### src/rtl/serial_subtractor.sv
// Bit-serial a - b via a + ~b + 1, LSB first, one full-adder slice per clock.
// Define SERIAL_SUB_OVERFLOW_EN to add the signed-overflow output and flop.
module serial_subtractor #(
  parameter int WIDTH = 16
) (
  input  logic             clk,
  input  logic             reset,
  input  logic             start,
  input  logic [WIDTH-1:0] a,
  input  logic [WIDTH-1:0] b,
  output logic             busy,
  output logic             done,
  output logic [WIDTH-1:0] diff,
`ifdef SERIAL_SUB_OVERFLOW_EN
  output logic             overflow,
`endif
  output logic             borrow
);

  localparam int CW = $clog2(WIDTH);
  localparam logic [CW-1:0] LAST = CW'(WIDTH - 1);

  typedef enum logic [1:0] {
    IDLE,
    RUN,
    DONE
  } state_e;

  state_e           state_q, state_d;
  logic [WIDTH-1:0] a_q, a_d;
  logic [WIDTH-1:0] b_q, b_d;
  logic [WIDTH-1:0] r_q, r_d;
  logic [WIDTH-1:0] diff_q, diff_d;
  logic [CW-1:0]    cnt_q, cnt_d;
  logic             c_q, c_d;
  logic             borrow_q, borrow_d;
  logic             s;
  logic             c_out;

`ifdef SERIAL_SUB_OVERFLOW_EN
  logic ovf_q, ovf_d;
`endif

  assign s     = a_q[0] ^ b_q[0] ^ c_q;
  assign c_out = (a_q[0] & b_q[0]) | (c_q & (a_q[0] ^ b_q[0]));

  always_comb begin
    state_d  = state_q;
    a_d      = a_q;
    b_d      = b_q;
    r_d      = r_q;
    diff_d   = diff_q;
    cnt_d    = cnt_q;
    c_d      = c_q;
    borrow_d = borrow_q;
`ifdef SERIAL_SUB_OVERFLOW_EN
    ovf_d    = ovf_q;
`endif
    case (state_q)
      IDLE: begin
        if (start) begin
          a_d     = a;
          b_d     = ~b;
          c_d     = 1'b1;
          cnt_d   = '0;
          state_d = RUN;
        end
      end
      RUN: begin
        c_d   = c_out;
        a_d   = a_q >> 1;
        b_d   = b_q >> 1;
        r_d   = {s, r_q[WIDTH-1:1]};
        cnt_d = cnt_q + 1'b1;
        if (cnt_q == LAST) begin
          // Final bit: publish result; carry-in here is the MSB carry-in.
          diff_d   = r_d;
          borrow_d = ~c_out;
`ifdef SERIAL_SUB_OVERFLOW_EN
          ovf_d    = c_q ^ c_out;
`endif
          cnt_d    = '0;
          state_d  = DONE;
        end
      end
      DONE: begin
        state_d = IDLE;
      end
      default: begin
        state_d = IDLE;
      end
    endcase
  end

  always_ff @(posedge clk) begin
    if (reset) begin
      state_q  <= IDLE;
      a_q      <= '0;
      b_q      <= '0;
      r_q      <= '0;
      diff_q   <= '0;
      cnt_q    <= '0;
      c_q      <= 1'b0;
      borrow_q <= 1'b0;
    end else begin
      state_q  <= state_d;
      a_q      <= a_d;
      b_q      <= b_d;
      r_q      <= r_d;
      diff_q   <= diff_d;
      cnt_q    <= cnt_d;
      c_q      <= c_d;
      borrow_q <= borrow_d;
    end
  end

`ifdef SERIAL_SUB_OVERFLOW_EN
  always_ff @(posedge clk) begin
    if (reset) begin
      ovf_q <= 1'b0;
    end else begin
      ovf_q <= ovf_d;
    end
  end

  assign overflow = ovf_q;
`endif

  assign busy   = (state_q == RUN);
  assign done   = (state_q == DONE);
  assign diff   = diff_q;
  assign borrow = borrow_q;

endmodule

### config.mk
export PLATFORM = sky130hd
export DESIGN_NAME = serial_subtractor
export DESIGN_NICKNAME = d
export VERILOG_FILES = /design/src/rtl/serial_subtractor.sv
export SDC_FILE = /design/constraint.sdc
export NUM_CORES = 1
export LEC_CHECK = 0
export CORE_UTILIZATION = 55
export DETAILED_ROUTE_END_ITERATION = 8
export PLACE_DENSITY = 0.87
export SLEW_MARGIN = 20
export SYNTH_ARGS = -nofsm -noshare
export SYNTH_HDL_FRONTEND = slang
export SYNTH_SLANG_ARGS = --single-unit
### constraint.sdc
create_clock -name clk -period 3.86 [get_ports clk]
set_clock_uncertainty 0.15 [all_clocks]
set_input_delay 1.158 -clock clk [delete_from_list [all_inputs] [get_ports clk]]
set_output_delay 1.158 -clock clk [all_outputs]
set_load 0.005 [all_outputs]
Word level (Yosys, flattened, before mapping)
Index checks and enable logic that the tools add are counted.

storage, ports and cells
  flip-flop bits (word level) = 72
  bits of input ports = 35
  logic and storage cells = 38
  output and inout port bits = 19

cells by class
  mux-type cells = 12
  add/subtract/negate cells = 1
  equal/unequal tests = 5
  reductions and logical operators = 5
  bitwise gates (word level) = 7

operator list
  operator               number
  $pmux W16 S2           2
  $mux W16               2
  $not A16 Y16           1
  $mux W4                2
  $pmux W4 S2            1
  $reduce_and A2 Y1      3
  $add A4 B1 Y4 const B  1
  $eq A4 B4 Y1 const B   1
  $mux W2                2
  $pmux W2 S2            1
  $and A1 B1 Y1          2
  $eq A2 B1 Y1 const B   1
  $eq A2 B2 Y1 const B   1
  $logic_not A2 Y1       1
  $ne A2 B1 Y1 const B   1
  $ne A2 B2 Y1 const B   1
  $pmux W1 S2            1
  $reduce_bool A2 Y1     1
  $xor A1 B1 Y1          2
  $mux W1                1
  $not A1 Y1             1
  $or A1 B1 Y1           1

Longest topological paths before layout
  depth after elaboration = 4
  gate-level depth with buffers = 7
  gate-level depth less buffers = 4

Worst setup path before layout
No wires, ideal clock.

  kind = register -> output
  from = register state_q[1]
  to = output port busy
  slack = 1.567 ns
  data required time = 2.552 ns
  arrival time = 0.985 ns
  path buffers = 3
  cell stages (with the launch flop) = 6
  path through = dfxtp_1 nand2b_1 buf_4 inv_4 buf_6 buf_4

on the way
  longest elaborated chain between the ends = 1

ends and longest elaborated chain
  what                      line  text
  start: declaration        29    state_e state_q, state_d;
  start signal: assignment  106   state_q <= state_d;
  $eq A2 B1 Y1              129   assign busy = (state_q == RUN);
  end: declaration          11    output logic busy,

Every way passes these cells.

Worst setup path in the final report
Same ends and word-level chain as after synthesis.

==> flow_summary.ini <==
[status]
status = completed

[yosys]
synth-xor-area-share = 0
synth_top_family_by_area = compound AO/OA/AOI/OAI gates
ys_seq_elements = 71
syn_area_per_cell_um2 = 9.63
synth_compound_area_frac = 0.227
synth-seq-area-share = 0.481
async_flop_share = 0
yosysWarnings = 0
syn_inst = 307
synth_adder_area_share = 0.0110
syn_nets = 344
synthMuxAreaShare = 0.0508
synthFlopType = dfxtp_1
netlist-cell-type-count = 39
yosys.area_share.simple = 0.160
netlist_area_um2 = 2960
synth_edf_count = 0

[worst_setup_path]
path_max_fanout = 53
start_kind = flop
reg2reg_slack_ps = 1860
critPathCaptureType = primary output
cpMaxStageDelayCell = clkdlybuf4s50_1
cp.required_ps = 2550
reg2regPathDepth = 4
crit_chain = nand2b_2 -> inv_4 -> clkdlybuf4s50_1
crit_arrival_ps = 1930
r2r-end = cnt_q[3]
endpoint = busy
critPathKind = flop to primary output
startpoint = state_q[1]
slowest_delay_ps = 590
reg2reg_from = cnt_q[0]

[sta]
fin_tns_setup_ps = 0
final.min_clock_period_ps = 3240
hold_violations = 0
rsz0062_at_grt = no
setup_viol = 0
drv_slew = 0
slew_headroom = 0.497
max_freq_mhz = 309
max_slew.worst_pin.slew_ps = 755
min_period_over_period = 0.838

[global_routing]
grt_max_degree = 64
antenna_found_initial = 0
grt_first_pass_wirelength_um = 9650
track_usage = 0.229
grt_pass1_vias = 2111
grt.overflow.total = 0

[clock_network]
clk_path_buf_depth = 2
cts_resized = 0
htreeDepth = 3
clock_latency_ps = 330
cts-root-buf = clkbuf_8
cts_tree = yes
cts-buffers-inserted = 9
cts_hold_buf = 0
clkTransAtPathRegs_ps = 70
post_cts_buffers = 0
clock_sinks = 71

[pwr]
p_per_area_nw_per_um2 = 403
power.leakage_nw = 1.31
vdd_drop_max_v = 0.000322

[route]
vias = 2332
first_pass_iters = 6
viasPerCell = 5.54
drtAntennaViolNets = 0
drc = 0
drt_iter0_drc = 157
routed_wirelength_um = 5760
wl_per_cell_um = 13.7

[final_layout]
drive_gt1_frac = 0.0883
fill_cells = 441
area_growth_pct = 21.3
fin_area_um2 = 3590
num-nets-final = 385
diodes = 0

[die]
start_util = 0.575
rows = 26
dieWidth_um = 75.3
dieArea_um2 = 5670
io_pins = 54
core_um2 = 5140
die_y_um = 75.3

[flow_run]
drv_cap = 0

[placement]
portBuffers = 53
place_area_um2 = 3420
gp_congestion = 0.817
hpwlAfterDp_um = 3720

[worst_hold_path]
hp-class = flop to flop
## logic make-up (layout without fill, tap and decap cells)
family | Yosys count | after routing
muxes | 15 | 15
adders and majority gates | 2 | 2
buffers and inverters | 32 | 76
and+or+nand+nor | 97 | 97
AOI/OAI and AO/OA | 90 | 90
DFF | 71 | 71
## cell type report
type	instances	area (um2)	area share
clock inverters	1	5.00	0.00140
clock buffers	13	159	0.0443
inverters	5	21.3	0.00593
well taps	70	87.6	0.0244
repair buffers	57	561	0.156
multi-input cells	204	1330	0.371
flip-flops and latches	71	1420	0.396
## worst min path at each step
stage,start,end,depth (start not counted)
2_1_floorplan,a_q[14],a_q[14],1
5_1_grt,b_q[13],b_q[13],1
6_report,b_q[5],b_q[5],1
3_3_place_gp,b_q[13],b_q[13],1
4_1_cts,b_q[13],b_q[13],1
3_5_place_dp,b_q[13],b_q[13],1
## critical path: cells and delay by family, from the launching register on
| family | cells | cell delay, ps |
|---|---|---|
| AND/OR/NAND/NOR | 1 | 240 |
| buffers and inverters | 2 | 970 |
| flip-flops | 1 | 370 |
## through the flow
| stage | hold slack [ps] | power [mW] | instances | worst slack [ps] | utilization |
|---|---|---|---|---|---|
| after detailed placement | 295 | 0.958 | 407 | 804 | 0.666 |
| after global routing | 321 | 1.51 | 421 | 486 | 0.698 |
| after global placement | 288 | 0.951 | 407 | 920 | 0.666 |
| after CTS | 310 | 1.46 | 421 | 604 | 0.698 |
| final | 307 | 1.45 | 421 | 624 | 0.698 |
| after floorplan | 282 | 0.911 | 307 | 1570 | - |
## report_power, final
| part | switching (mW) | internal, mW | total [mW] | leakage [nW] |
|---|---|---|---|---|
| Clock | 0.243 | 0.261 | 0.504 | 0.0854 |
| Combinational | 0.0793 | 0.0794 | 0.159 | 0.644 |
| Sequential | 0.0193 | 0.764 | 0.783 | 0.579 |
| Total | 0.342 | 1.10 | 1.45 | 1.31 |
## synth_stat cells (2+ instances only)
library cell	n	share of area
dfxtp_1	71	0.48
nand2_1	46	0.058
a21oi_1	34	0.058
nand3_1	18	0.030
nand2b_1	16	0.034
a32o_1	15	0.051
mux2i_1	15	0.051
o21ai_0	14	0.024
o2bb2ai_2	9	0.046
buf_2	8	0.014
buf_6	8	0.030
clkbuf_1	7	0.0089
o2bb2ai_1	6	0.018
buf_4	4	0.010
inv_1	4	0.0051
nand3b_1	2	0.0051
nor2_1	2	0.0025
nor2b_1	2	0.0042
nor3b_1	2	0.0051
nor4_1	2	0.0042
o21ai_1	2	0.0034
o22ai_1	2	0.0042
or2_1	2	0.0042
## cells in the final DEF, fill, tap and decap left out, types with 2 or more instances in the layout
cell,instances
a21oi_1,34
clkdlybuf4s50_1,53
o21ai_1,2
nand3_1,18
nor4_1,2
o22ai_1,2
or2_1,2
mux2i_1,15
clkbuf_8,11
nand2_1,46
o21ai_0,14
buf_4,4
a32o_1,15
o2bb2ai_1,6
nand2b_1,15
o2bb2ai_2,9
dfxtp_1,71
nor2_1,2
nor3b_1,2
inv_1,4
clkbuf_1,2
nand3b_1,2
## metal layers
layer / wire length [um] / GRT usage
met4: 80 / 0.0926
met3: 230 / 0.0556
met2: 2910 / 0.369
met5: 0 / 0
met1: 2540 / 0.296
## registers in the layout, summed over array words and instances, names as in the netlist
name     cells
a_q         16
b_q         16
borrow       1
c_q          1
cnt_q        4
diff        16
r_q         15
state_q      2
(Power assumes the default switching activity.)
==> edit 1: new RTL, same flow settings <==
Encoding of `state_e`: now one-hot (3 bits for 3 states).
--- a/src/rtl/serial_subtractor.sv
+++ b/src/rtl/serial_subtractor.sv
@@ -20,10 +20,10 @@
   localparam int CW = $clog2(WIDTH);
   localparam logic [CW-1:0] LAST = CW'(WIDTH - 1);
 
-  typedef enum logic [1:0] {
-    IDLE,
-    RUN,
-    DONE
+  typedef enum logic [2:0] {
+    IDLE = 3'b001,
+    RUN  = 3'b010,
+    DONE = 3'b100
   } state_e;
 
   state_e           state_q, state_d;
Formal check against the unedited RTL: same outputs for any inputs over 10 cycles, from zero or initial values and one cycle with reset high; not proved beyond that.
==> edit 1 against the original RTL <==
  * Global-route usage decreased by 1.8 points
  * Largest cell class unchanged
  * Power increased by 3.8%
  * Register-to-register slack got worse by 610 ps
  * Sequential cell count increased by 1
  * Final area increased by 3.7%
  * Routed wire length increased by 0.71%
  * Clock power increased by 10%
  * Setup slack improved by 130 ps
  * Synthesized area increased by 1.9%
==> edit 1: results (changes against the original RTL) <==
Pwr
  • Max VDD drop: 0.000223 V (-31%)
  • Leak Pwr: 1.30 nW (-0.54%)

Finish
  • Ant. Diodes: 0 (unchanged)
  • Layout cells sized above 1: 6.70% (-2.1 points)
  • Fillcell total: 424 (-3.9%)
  • Fin nets: 435 (+13%)

Clock network
  • CTS HTree Levels: 3 (unchanged)
  • Root Driver: clkbuf_8

Yosys
  • Yosys warnings: 0 (unchanged)
  • Synth top area cells: dfxtp_1 (48%), nand2_1 (13%), mux2i_1 (5.6%), a311oi_1 (4.4%), o32ai_1 (4.4%)
  • Post-synth ARST share: 0% (unchanged)
  • Commonest cells post-synth: nand2_1 (108), dfxtp_1 (72), a21oi_1 (19), nor2_1 (18), mux2i_1 (17)
  • Syn_nets: 395 (+15%)
  • Seq/Total Area, Yosys: 47.8% (-0.25 points)

Critical path
  • Crit path max fanout: 6 (-89%)
  • Crit path arrival time: 1800 ps (-130 ps)

Place
  • DP HPWL: 3720 um (about the same)
  • GPL Wtd Cong: 0.770 (-5.8%)
  • Place WS: 766 ps (-37.9 ps)

GRT
  • First-pass GRT wire length: 9910 um (+2.7%)
  • GRT Resource Usage Total: 21.0% (-1.8 points)
  • Vias in the first global route: 2372 (+12%)
  • Largest net degree at the start of global routing: 68 (+6.3%)

Status
  • Outcome: completed

STA
  • Slew Limit Headroom: 33.4% (-16 points)

Routing
  • Vias/cell: 5.40 (-2.5%)
  • Routed WL: 5810 um (+0.71%)
  • First-pass DRT Iterations: 4 (-2)
  • Initial drt markers: 144 (-8.3%)
==> edit 1: cell types whose count changed in the layout (fill, tap and decap cells not counted), sizes merged, moves of 15 or more <==
cell and change:
a21oi -15, a32o -15, o2bb2ai -15, and2 +15
nand2b -15, o32ai +15, nor3 +16, nand2 +62
nor2 +15
==> edit 1: final cells by class <==
type / count / share of cell area, %
multi-input combinational: 250 / 37.6
tap: 70 / 2.36
inverter: 6 / 0.606
sequential: 72 / 38.8
clock inverter: 4 / 0.740
clock buffer: 12 / 4.44
timing repair buffer: 59 / 15.5
==> edit 1: logic make-up after synthesis <==
group	share of synthesized area (%)
AO/OA/AOI/OAI	14.2
adder cells (fa/ha/maj)	1.08
buffers and inverters	5.77
flip-flops	47.8
multiplexers	5.65
AND/OR/NAND/NOR	25.5
==> edit 1: metal layers <==
| layer | global-route usage (%) | vias to the layer above | routed length (um) | part of all wire, % |
|---|---|---|---|---|
| li1 | - | 1314 | - | - |
| met1 | 25.7 | 1162 | 2680 | 46 |
| met2 | 35.5 | 66 | 2760 | 48 |
| met3 | 5.03 | 13 | 231 | 4.0 |
| met4 | 9.04 | 0 | 134 | 2.3 |
| met5 | 0 | - | 0 | 0 |
==> edit 1: path summary, 6_finish.rpt <==
path	startpoint	end	slack, ps	cells after the start
worst max-delay path	state_q[1]	busy	750	3
worst min-delay path	diff[3]	diff[3]	310	2
worst max register to register	state_q[1]	diff[9]	1250	4
worst min register to register	diff[3]	diff[3]	310	2
==> edit 1: metrics by stage <==
stage | instance area, um^2 | cells | hold slack [ps] | total power, mW
global placement | 3530 | 457 | 291 | 0.956
floorplan | 3010 | 358 | 287 | 0.907
global route | 3720 | 473 | 333 | 1.56
CTS | 3720 | 473 | 310 | 1.51
finish | 3720 | 473 | 307 | 1.50
detailed placement | 3530 | 457 | 296 | 0.962
==> edit 1: power by group <==
part / switching [mW] / internal (mW)
clock: 0.271 / 0.285
combinational: 0.0759 / 0.0747
sequential: 0.0180 / 0.777
total: 0.364 / 1.14
==> edit 1: critical path, cell delays in order, from the launching register on <==
cell             delay (ps)
dfxtp_1                 390
or3b_2                  510
inv_2                    80
clkdlybuf4s50_1         490
==> edit 2: new RTL, same flow settings <==
Without the edit above. Add a define of `SERIAL_SUB_OVERFLOW_EN`.
--- a/src/rtl/serial_subtractor.sv
+++ b/src/rtl/serial_subtractor.sv
@@ -1,5 +1,7 @@
 // Bit-serial a - b via a + ~b + 1, LSB first, one full-adder slice per clock.
 // Define SERIAL_SUB_OVERFLOW_EN to add the signed-overflow output and flop.
+`define SERIAL_SUB_OVERFLOW_EN
+
 module serial_subtractor #(
   parameter int WIDTH = 16
 ) (
Check against the original RTL (old outputs only; new: overflow): equivalent (equiv_simple and equiv_induct, registers matched by name and starting in step).
==> edit 2 against the original RTL <==
  * Sequential cell count is 1 higher
  * Routed wire length is 13% higher
  * Critical path depth is the same
  * Power up 13%
  * Setup slack better by 470 ps
  * Synthesized area rose by 2.5%
  * Synthesized cell count increased by 16%
  * Final area is 3.9% higher
  * Global-route usage rose by 0.93 points
  * Largest cell class unchanged
==> edit 2: results (changes against the original RTL) <==
Yosys
  • Commonest cells post-synth: dfxtp_1 (72), a21oi_1 (64), nand2_1 (61), o21ai_0 (31), nor2_1 (20)
  • Distinct cells, synth: 35 (-10%)
  • Synth Area in Adders: 1.07% (-0.026 points)
  • Compound-gate portion of the synthesized area: 25.6% (+2.8 points)
  • Fraction of synthesized area in multiplexers: 0% (-5.1 points)
  • Seq/Total Area, Yosys: 47.6% (-0.49 points)
  • Yosys warnings: 0 (unchanged)
  • Synth top area cells: dfxtp_1 (48%), a21oi_1 (11%), nand2_1 (7.6%), o32ai_2 (5.4%), o21ai_0 (5.1%)
  • XOR/XNOR share of the synthesized area: 0.289% (+0.29 points)
  • Post-synth ARST share: 0% (unchanged)
  • Syn_nets: 394 (+15%)
  • Syn Area/Cell: 8.49 um^2 (-12%)

GRT
  • First-pass GRT wire length: 11100 um (+15%)
  • Vias in the first global route: 2457 (+16%)
  • Largest net degree at the start of global routing: 81 (+27%)
  • GRT Resource Usage Total: 23.8% (+0.93 points)

Place
  • GPL Wtd Cong: 0.743 (-9.1%)
  • Place WS: 896 ps (+91.8 ps)
  • Cell Area, Placed: 3510 um^2 (+2.4%)
  • Inst Count DP: 456 (+12%)
  • DP HPWL: 4010 um (+7.7%)
  • # port buffers: 54 (+1.9%)

Pwr
  • Max VDD drop: 0.000362 V (+12%)
  • Leak Pwr: 1.32 nW (+0.70%)

Status
  • Outcome: completed

Routing
  • Routed WL: 6500 um (+13%)
  • First-pass DRT Iterations: 5 (-1)
  • Initial drt markers: 270 (+72%)
  • Vias/cell: 5.66 (+2.2%)
  • WL per Instance: 13.8 um (+0.65%)

Critical path
  • Capturing point of the worst reg2reg path: diff[15]
  • CP max stage delay: 500 ps (-90 ps)
  • Crit path max fanout: 6 (-89%)
  • Crit path arrival time: 1460 ps (-470 ps)
  • Origin of the critical flop-to-flop path: cnt_q[0]
  • Worst setup path start: state_q[0]
  • R2r setup slk: 1890 ps (+30 ps)

Clock network
  • Clock tree buffer depth: 2 (unchanged)
  • Skew-Pair Late Insertion Delay: 340 ps

Finish
  • Ant. Diodes: 0 (unchanged)
  • Layout cells sized above 1: 8.71% (-0.13 points)
  • Fin nets: 434 (+13%)

Hold path
  • WHS Endpoint: r_q[1]
  • Hold Path Stages: 2 (+1)
  • Hold wc startpoint: r_q[1]

STA
  • Slew Limit Headroom: 48.0% (-1.7 points)
  • Fin crit period: 2770 ps (-471 ps)
[edit 2: where the power goes]
part | internal, mW | leakage (nW) | switching (mW)
Clock | 0.367 | 0.103 | 0.285
Combinational | 0.0816 | 0.626 | 0.0984
Sequential | 0.776 | 0.588 | 0.0185
Total | 1.22 | 1.32 | 0.402
[edit 2: stage by stage]
step	power, mW	hold slack (ps)
CTS	1.63	311
detailed placement	0.987	301
global placement	0.981	295
floorplan	0.937	287
finish	1.63	311
global route	1.69	333
[edit 2: final cells by class]
| cell class | count | area [um^2] |
|---|---|---|
| Fill cell | 398 | 1480 |
| Sequential cell | 72 | 1440 |
| Multi-Input combinational cell | 248 | 1370 |
| Timing Repair Buffer | 60 | 586 |
| Clock buffer | 10 | 128 |
| Clock inverter | 6 | 92.6 |
| Tap cell | 70 | 87.6 |
| Inverter | 6 | 25.0 |
[edit 2: cells by family (layout without fill, tap and decap cells)]
| family | count (synthesis) | after routing |
|---|---|---|
| fa+ha+maj | 2 | 2 |
| simple gates | 124 | 124 |
| flops | 72 | 72 |
| buf+inv | 37 | 82 |
| compound gates | 121 | 121 |
| xor+xnor | 1 | 1 |
[edit 2: metal layers]
metal | vias to the layer above | part of all wire, % | GRT usage (%)
li1 | 1321 | - | -
met1 | 1243 | 43 | 29.2
met3 | 14 | 4.9 | 4.31
met2 | 94 | 50 | 39.5
met4 | 0 | 2.4 | 12.7
met5 | - | 0 | 0
[edit 2: critical path, delay by kind of cell (launching register included)]
kind                   cells  cell delay (ps)
and+or+nand+nor            1              120
DFF                        1              440
buffers and inverters      2              570
